File: src/rtl/i2c_init_seq_pkg.sv
// Shared types for the I2C register-initialisation sequencer: table entry
// layout, opcodes and failure codes.
package i2c_init_pkg;

  typedef enum logic [1:0] {
    OP_END          = 2'b00,
    OP_WRITE        = 2'b01,
    OP_WRITE_VERIFY = 2'b10,
    OP_DELAY        = 2'b11
  } op_e;

  localparam int unsigned OP_LSB  = 30;
  localparam int unsigned DEV_LSB = 23;
  localparam int unsigned REG_LSB = 15;
  localparam int unsigned DAT_LSB = 7;

  localparam logic [1:0] ERR_TIMEOUT  = 2'b00;
  localparam logic [1:0] ERR_DEV_NACK = 2'b01;
  localparam logic [1:0] ERR_REG_NACK = 2'b10;
  localparam logic [1:0] ERR_VERIFY   = 2'b11;

  typedef struct packed {
    op_e        op;
    logic [6:0] dev;
    logic [7:0] regaddr;
    logic [7:0] data;
  } entry_t;

  // Bits [6:0] of an entry are reserved, so only the used slice is taken.
  function automatic entry_t unpack_entry(input logic [31:7] w);
    entry_t e;
    e.op      = op_e'(w[OP_LSB +: 2]);
    e.dev     = w[DEV_LSB +: 7];
    e.regaddr = w[REG_LSB +: 8];
    e.data    = w[DAT_LSB +: 8];
    return e;
  endfunction

endpackage

File: src/rtl/i2c_init_seq_if.sv
// Avalon-MM link between the init sequencer (master) and the I2C bridge (slave).
interface i2c_init_seq_if;
  logic        amm_waitrequest;
  logic        amm_write;
  logic        amm_read;
  logic [15:0] amm_address;
  logic [7:0]  amm_writedata;
  logic        amm_readdatavalid;
  logic [7:0]  amm_readdata;

  modport master (
    input  amm_waitrequest, amm_readdatavalid, amm_readdata,
    output amm_write, amm_read, amm_address, amm_writedata
  );

  modport slave (
    output amm_waitrequest, amm_readdatavalid, amm_readdata,
    input  amm_write, amm_read, amm_address, amm_writedata
  );
endinterface

File: src/rtl/i2c_init_seq.sv
// Walks a register-init table and drives an Avalon-MM-to-I2C bridge:
// write, status check, optional read-back verify, retries and delays.
module i2c_init_seq
  import i2c_init_pkg::*;
#(
  parameter int unsigned ROM_AW     = 8,
  parameter int unsigned MAX_RETRY  = 3,
  parameter int unsigned DELAY_UNIT = 50_000,
  parameter int unsigned RD_TIMEOUT = 2_000_000
) (
  input  logic              clock,
  input  logic              reset,
  input  logic              start,
  output logic              busy,
  output logic              done,
  output logic              error,
  output logic [ROM_AW-1:0] err_index,
  output logic [1:0]        err_code,
  output logic [ROM_AW-1:0] table_addr,
  input  logic [31:0]       table_data,
  i2c_init_seq_if.master    amm
);

  localparam int unsigned RETRY_W = (MAX_RETRY > 0) ? $clog2(MAX_RETRY + 1) : 1;

  typedef enum logic [3:0] {
    S_IDLE, S_FETCH, S_DECODE, S_WR, S_STAT_RD, S_STAT_WAIT,
    S_DAT_RD, S_DAT_WAIT, S_DELAY, S_NEXT, S_DONE, S_FAIL
  } state_e;

  state_e             state_q;
  logic [ROM_AW-1:0]  idx_q;
  logic [ROM_AW-1:0]  err_index_q;
  logic [RETRY_W-1:0] retry_q;
  logic [31:0]        cnt_q;
  entry_t             entry_q;
  logic               busy_q, done_q, error_q;
  logic               wr_q, rd_q, sel_q;
  logic [1:0]         err_code_q;

  entry_t      entry_d;
  logic        can_retry;
  logic        rd_timeout;
  logic [1:0]  stat_code;
  logic [31:0] delay_last;
  logic        unused_rsvd;

  assign entry_d     = unpack_entry(table_data[31:7]);
  assign unused_rsvd = ^table_data[6:0];
  assign can_retry   = (retry_q < RETRY_W'(MAX_RETRY));
  assign rd_timeout  = (cnt_q == RD_TIMEOUT - 1);
  assign stat_code   = amm.amm_readdata[1] ? ERR_REG_NACK : ERR_DEV_NACK;
  assign delay_last  = {24'b0, entry_q.data} * DELAY_UNIT - 32'd1;

  // Address and data come straight from the latched entry, which only changes
  // in DECODE, so they are stable for the whole life of any request.
  assign amm.amm_write     = wr_q;
  assign amm.amm_read      = rd_q;
  assign amm.amm_address   = {entry_q.dev, sel_q, entry_q.regaddr};
  assign amm.amm_writedata = entry_q.data;

  assign busy       = busy_q;
  assign done       = done_q;
  assign error      = error_q;
  assign err_index  = err_index_q;
  assign err_code   = err_code_q;
  assign table_addr = idx_q;

  always_ff @(posedge clock) begin
    if (reset) begin
      state_q     <= S_IDLE;
      idx_q       <= '0;
      err_index_q <= '0;
      retry_q     <= '0;
      cnt_q       <= '0;
      entry_q     <= '0;
      busy_q      <= 1'b0;
      done_q      <= 1'b0;
      error_q     <= 1'b0;
      wr_q        <= 1'b0;
      rd_q        <= 1'b0;
      sel_q       <= 1'b0;
      err_code_q  <= '0;
    end else begin
      unique case (state_q)
        S_IDLE: if (start) begin
          idx_q   <= '0;
          retry_q <= '0;
          done_q  <= 1'b0;
          error_q <= 1'b0;
          busy_q  <= 1'b1;
          state_q <= S_FETCH;
        end
        S_FETCH: state_q <= S_DECODE;
        S_DECODE: begin
          entry_q <= entry_d;
          cnt_q   <= '0;
          case (entry_d.op)
            OP_END:   state_q <= S_DONE;
            OP_DELAY: state_q <= (entry_d.data == 8'd0) ? S_NEXT : S_DELAY;
            default: begin
              wr_q    <= 1'b1;
              sel_q   <= 1'b0;
              state_q <= S_WR;
            end
          endcase
        end
        S_WR: if (!amm.amm_waitrequest) begin
          wr_q    <= 1'b0;
          rd_q    <= 1'b1;
          sel_q   <= 1'b1;
          state_q <= S_STAT_RD;
        end
        S_STAT_RD: if (!amm.amm_waitrequest) begin
          rd_q    <= 1'b0;
          cnt_q   <= '0;
          state_q <= S_STAT_WAIT;
        end
        S_STAT_WAIT: begin
          if (amm.amm_readdatavalid) begin
            cnt_q <= '0;
            if (amm.amm_readdata[1:0] != 2'b00) begin
              if (can_retry) begin
                retry_q <= retry_q + 1'b1;
                wr_q    <= 1'b1;
                sel_q   <= 1'b0;
                state_q <= S_WR;
              end else begin
                err_code_q <= stat_code;
                state_q    <= S_FAIL;
              end
            end else if (entry_q.op == OP_WRITE_VERIFY) begin
              rd_q    <= 1'b1;
              sel_q   <= 1'b0;
              state_q <= S_DAT_RD;
            end else begin
              state_q <= S_NEXT;
            end
          end else if (rd_timeout) begin
            err_code_q <= ERR_TIMEOUT;
            state_q    <= S_FAIL;
          end else begin
            cnt_q <= cnt_q + 32'd1;
          end
        end
        S_DAT_RD: if (!amm.amm_waitrequest) begin
          rd_q    <= 1'b0;
          cnt_q   <= '0;
          state_q <= S_DAT_WAIT;
        end
        S_DAT_WAIT: begin
          if (amm.amm_readdatavalid) begin
            cnt_q <= '0;
            if (amm.amm_readdata == entry_q.data) begin
              state_q <= S_NEXT;
            end else if (can_retry) begin
              retry_q <= retry_q + 1'b1;
              wr_q    <= 1'b1;
              sel_q   <= 1'b0;
              state_q <= S_WR;
            end else begin
              err_code_q <= ERR_VERIFY;
              state_q    <= S_FAIL;
            end
          end else if (rd_timeout) begin
            err_code_q <= ERR_TIMEOUT;
            state_q    <= S_FAIL;
          end else begin
            cnt_q <= cnt_q + 32'd1;
          end
        end
        S_DELAY: begin
          if (cnt_q == delay_last) state_q <= S_NEXT;
          else                     cnt_q   <= cnt_q + 32'd1;
        end
        S_NEXT: begin
          retry_q <= '0;
          // The last table slot is an implicit END; the index never wraps.
          if (idx_q == '1) begin
            state_q <= S_DONE;
          end else begin
            idx_q   <= idx_q + 1'b1;
            state_q <= S_FETCH;
          end
        end
        S_DONE: begin
          done_q  <= 1'b1;
          busy_q  <= 1'b0;
          state_q <= S_IDLE;
        end
        S_FAIL: begin
          error_q     <= 1'b1;
          err_index_q <= idx_q;
          busy_q      <= 1'b0;
          state_q     <= S_IDLE;
        end
        default: state_q <= S_IDLE;
      endcase
    end
  end

endmodule

File: src/flat_wrapper.sv
// flat-port wrapper written by rule: the top's interface ports become plain ports
module i2c_init_seq_flat import i2c_init_pkg::*;
#(
  parameter int unsigned ROM_AW     = 8,
  parameter int unsigned MAX_RETRY  = 3,
  parameter int unsigned DELAY_UNIT = 50_000,
  parameter int unsigned RD_TIMEOUT = 2_000_000
)
  (clock, reset, start, busy, done, error, err_index, err_code, table_addr, table_data, amm_amm_waitrequest, amm_amm_readdatavalid, amm_amm_readdata, amm_amm_write, amm_amm_read, amm_amm_address, amm_amm_writedata);
  i2c_init_seq_if amm_i ();
  input  logic clock;
  input  logic reset;
  input  logic start;
  output logic busy;
  output logic done;
  output logic error;
  output logic [ROM_AW-1:0] err_index;
  output logic [1:0] err_code;
  output logic [ROM_AW-1:0] table_addr;
  input  logic [31:0] table_data;
  input wire logic [$bits(amm_i.amm_waitrequest)-1:0] amm_amm_waitrequest;
  input wire logic [$bits(amm_i.amm_readdatavalid)-1:0] amm_amm_readdatavalid;
  input wire logic [$bits(amm_i.amm_readdata)-1:0] amm_amm_readdata;
  output wire logic [$bits(amm_i.amm_write)-1:0] amm_amm_write;
  output wire logic [$bits(amm_i.amm_read)-1:0] amm_amm_read;
  output wire logic [$bits(amm_i.amm_address)-1:0] amm_amm_address;
  output wire logic [$bits(amm_i.amm_writedata)-1:0] amm_amm_writedata;
  assign amm_i.amm_waitrequest = amm_amm_waitrequest;
  assign amm_i.amm_readdatavalid = amm_amm_readdatavalid;
  assign amm_i.amm_readdata = amm_amm_readdata;
  assign amm_amm_write = amm_i.amm_write;
  assign amm_amm_read = amm_i.amm_read;
  assign amm_amm_address = amm_i.amm_address;
  assign amm_amm_writedata = amm_i.amm_writedata;
  i2c_init_seq #(.ROM_AW(ROM_AW), .MAX_RETRY(MAX_RETRY), .DELAY_UNIT(DELAY_UNIT), .RD_TIMEOUT(RD_TIMEOUT)) u_core (.clock(clock), .reset(reset), .start(start), .busy(busy), .done(done), .error(error), .err_index(err_index), .err_code(err_code), .table_addr(table_addr), .table_data(table_data), .amm(amm_i));
endmodule
File: config.mk
export PLATFORM = sky130hd
export DESIGN_NAME = i2c_init_seq_flat
export DESIGN_NICKNAME = d
export VERILOG_FILES = /design/src/rtl/i2c_init_seq_pkg.sv /design/src/rtl/i2c_init_seq_if.sv /design/src/rtl/i2c_init_seq.sv /design/src/flat_wrapper.sv
export SDC_FILE = /design/constraint.sdc
export NUM_CORES = 1
export LEC_CHECK = 0
export ABC_AREA = 0
export BUFFER_PORTS_ARGS = -buffer_cell sky130_fd_sc_hd__buf_2
export CELL_PAD_IN_SITES_DETAIL_PLACEMENT = 0
export CELL_PAD_IN_SITES_GLOBAL_PLACEMENT = 1
export CORE_ASPECT_RATIO = 1.4
export CORE_MARGIN = 2
export CORE_UTILIZATION = 45
export CTS_BUF_LIST = sky130_fd_sc_hd__clkbuf_8
export DETAILED_ROUTE_END_ITERATION = 16
export PLACE_DENSITY = 0.87
export SYNTH_ARGS = -nofsm -noshare
export SYNTH_HDL_FRONTEND = slang
export SYNTH_SLANG_ARGS = --single-unit
File: constraint.sdc
create_clock -name clock -period 7.4 [get_ports clock]
set_clock_uncertainty 0.1 [all_clocks]
set_input_delay 0.37 -clock clock [delete_from_list [all_inputs] [get_ports clock]]
set_output_delay 0.37 -clock clock [all_outputs]
set_load 0.02 [all_outputs]
==> flow_summary.json <==
{
  "start_util_pct": 46.1,
  "crit_path_end_kind": "flip-flop",
  "postPlaceCellArea_um2": 7260,
  "hpwl_mm": 13.0,
  "switching_share_pct": 46.7,
  "clock_power_share_pct": 15.4,
  "critical_path.max_fanout": 56,
  "post-route-min-period_ns": 5.98,
  "drc": 0,
  "vias_per_cell": 5.74,
  "status": "complete, no violations",
  "numClockSinks": 87,
  "synth_common_cells": "131 x nand2_1, 87 x dfxtp_1, 86 x a21oi_1, 60 x ha_1, 46 x nor2_1",
  "cts_root_buf": "clkbuf_8",
  "io_buffers": 84,
  "n_antenna_cell": 0,
  "p_comb_share_pct": 58.8,
  "drive_above_1_share_pct": 13.5,
  "async_flop_share_pct": 0,
  "yosys_warnings": 0,
  "synth_top_area_cell": "dfxtp_1",
  "max_cap_violations": 0,
  "globalplace.congestion": 0.867,
  "p_sw_mw": 1.06,
  "setup-tns-final_ns": 0,
  "post_cts_buffers": 0,
  "die_width_um": 109,
  "yosysMostFrequentCell": "nand2_1",
  "htreeDepth": 3,
  "relSlewSlack_pct": 24.7,
  "die_area_um2": 16500,
  "dp.cells": 1100,
  "power.leakage_nw": 3.20,
  "post_drt_wl_per_cell_um": 15.4,
  "final_cell_area_um2": 7470,
  "r2r_slack_ns": 1.42,
  "grt_usage_pct": 21.2,
  "cp.required_ns": 7.57,
  "synth_edf_count": 0,
  "ys_ff_latch": 87,
  "ios": 92,
  "ctsResizeCount": 0,
  "max_freq_mhz": 167,
  "clockBufferDepth": 2,
  "cts_tree": "done",
  "clk_pin_slew_ns": 0.09,
  "synth_flop_cell": "dfxtp_1",
  "pwr-share-seq_pct": 25.8,
  "ant_nets": 0,
  "yosys.area.top_type_share_pct": 25.0,
  "numCtsBuffers": 9,
  "critPathArrivalTime_ns": 6.15,
  "num_vias": 6407,
  "setup_viol": 0,
  "nets": 1036,
  "start_kind": "flip-flop",
  "routed_wl_mm": 17.1,
  "p_int_mw": 1.21,
  "gr-total-overflow": 0,
  "critPathKind": "reg2reg",
  "core_area_um2": 15100,
  "worst_pin_slew_ns": 1.12,
  "synth_area_leaders": "dfxtp_1 25%, ha_1 11%, nand2_1 7.0%",
  "cts_hold_buf": 0,
  "die_h_um": 151,
  "syn_avg_cell_area_um2": 7.84,
  "syn-cell-area_um2": 6980,
  "finalCoreUtilization_pct": 49.4,
  "instances_no_fill": 1116,
  "dr.pass1.iters": 5,
  "finalMaxSlewViolations": 0,
  "powerDensity_nw_per_um2": 304,
  "fill_cells": 1576,
  "fin_crit_sh_pct": 80.8,
  "postSynthCellCount": 890,
  "row_count": 53,
  "min-delay-path-class": "in2reg",
  "grt_pass1_vias": 5962,
  "antenna_found_initial": 0,
  "clock_latency_ns": 0.37,
  "grt_pass1_wl_mm": 28.4,
  "hold_viol_final": 0,
  "syn_to_final_growth_pct": 7.05,
  "drtIter0Drc": 365,
  "grt_max_degree": 57,
  "seq_area_frac_synth_pct": 25.0,
  "syn-num-nets": 1007,
  "power.total_mw": 2.27,
  "grt_setup_unrepaired": "no",
  "vdd_drop_max_uv": 183,
  "synthDistinctLibCells": 79
}
-- final timing paths --
path                                     from                          to  cells past startpoint
setup / recovery  u_core.amm.amm_writedata[4]            u_core.cnt_q[30]                     18
hold / removal                 table_data[24]  u_core.amm.amm_address[10]                      3
setup reg to reg  u_core.amm.amm_writedata[4]            u_core.cnt_q[30]                     18
hold reg to reg            u_core.err_code[0]          u_core.err_code[0]                      2
-- area by class of cell --
cell class / instances / area (um2) / area share, %
Sequential cell: 87 / 1740 / 23.3
Tap cell: 192 / 240 / 3.22
Inverter: 41 / 154 / 2.06
Timing Repair Buffer: 86 / 435 / 5.83
Multi-Input combinational cell: 694 / 4690 / 62.8
Clock buffer: 10 / 138 / 1.84
Clock inverter: 6 / 67.6 / 0.905
-- placed cells by master, fill, tap and decap left out, types with 8 or more instances in the layout --
cell	Yosys	layout
a21oi_1	86	86
and3_1	11	11
buf_2	5	84
clkbuf_8	0	10
dfxtp_1	87	87
fa_1	12	12
ha_1	60	60
inv_1	41	42
nand2_1	131	131
nand2b_1	8	8
nand3_1	33	33
nand4_1	23	23
nor2_1	46	46
nor3_1	24	23
nor4_1	11	11
o211ai_1	11	11
o21ai_0	38	38
o31ai_1	8	8
or3_1	21	21
or4_1	16	16
xnor2_1	34	34
xor2_1	18	18
-- power groups by stage --
stage	clock network (mW)	registers, mW	logic [mW]
floorplan	0	0.559	1.14
global placement	0	0.593	1.33
detailed placement	0	0.594	1.33
CTS	0.359	0.584	1.34
global route	0.375	0.595	1.49
finish	0.349	0.584	1.33
-- sequential cells by signal, indices dropped and copies added, names as in the netlist --
| name | count |
|---|---|
| u_core.error | 1 |
| u_core.busy | 1 |
| u_core.retry_q | 2 |
| u_core.err_index | 8 |
| u_core.sel_q | 1 |
| u_core.amm.amm_address | 15 |
| u_core.cnt_q | 32 |
| u_core.table_addr | 8 |
| u_core.state_q | 4 |
| u_core.amm.amm_read | 1 |
| u_core.entry_q | 2 |
| u_core.amm.amm_writedata | 8 |
| u_core.amm.amm_write | 1 |
| u_core.err_code | 2 |
| u_core.done | 1 |
-- per-stage QoR --
stage | worst slack [ns] | hold slack [ns]
after floorplan | 2.21 | 0.331
after global placement | 1.49 | 0.339
after detailed placement | 1.50 | 0.344
after CTS | 1.46 | 0.112
after global routing | 1.13 | 0.113
final | 1.42 | 0.132
-- critical path, cell delays in order (launching register included) --
cell       delay [ns]
dfxtp_1          0.41
ha_1             0.35
inv_1            0.06
fa_1             0.47
inv_1            0.06
fa_1             0.47
ha_1             0.31
ha_1             0.46
nand2_2          0.09
o31a_4           0.41
a21oi_2          0.25
a31oi_1          0.14
xnor2_1          0.46
nand2b_1         0.22
nor4_4           0.06
a2111oi_2        0.42
and4b_4          0.68
nor2_1           0.18
a311oi_2         0.27
-- cell families (layout without fill, tap and decap cells) --
family                     count (synthesis)  count (layout)  share of synthesized area, %
and+or+nand+nor                          359             359                          26.2
AOI/OAI and AO/OA                        205             205                          19.2
buffers and inverters                    109             143                          7.86
DFF                                       87              87                          25.0
adders and majority gates                 72              72                          14.2
xor gates and xnor gates                  53              53                          6.85
muxes                                      5               5                         0.735
-- per-layer routing --
metal | track usage (%) | vias to the layer above | share of wire (%)
met5 | 0 | - | 0
met4 | 6.96 | 0 | 2.1
met3 | 3.36 | 20 | 3.5
met2 | 38.2 | 137 | 52
met1 | 25.5 | 3015 | 42
li1 | - | 3235 | -
Note: power is estimated with default switching activity, not from simulation.
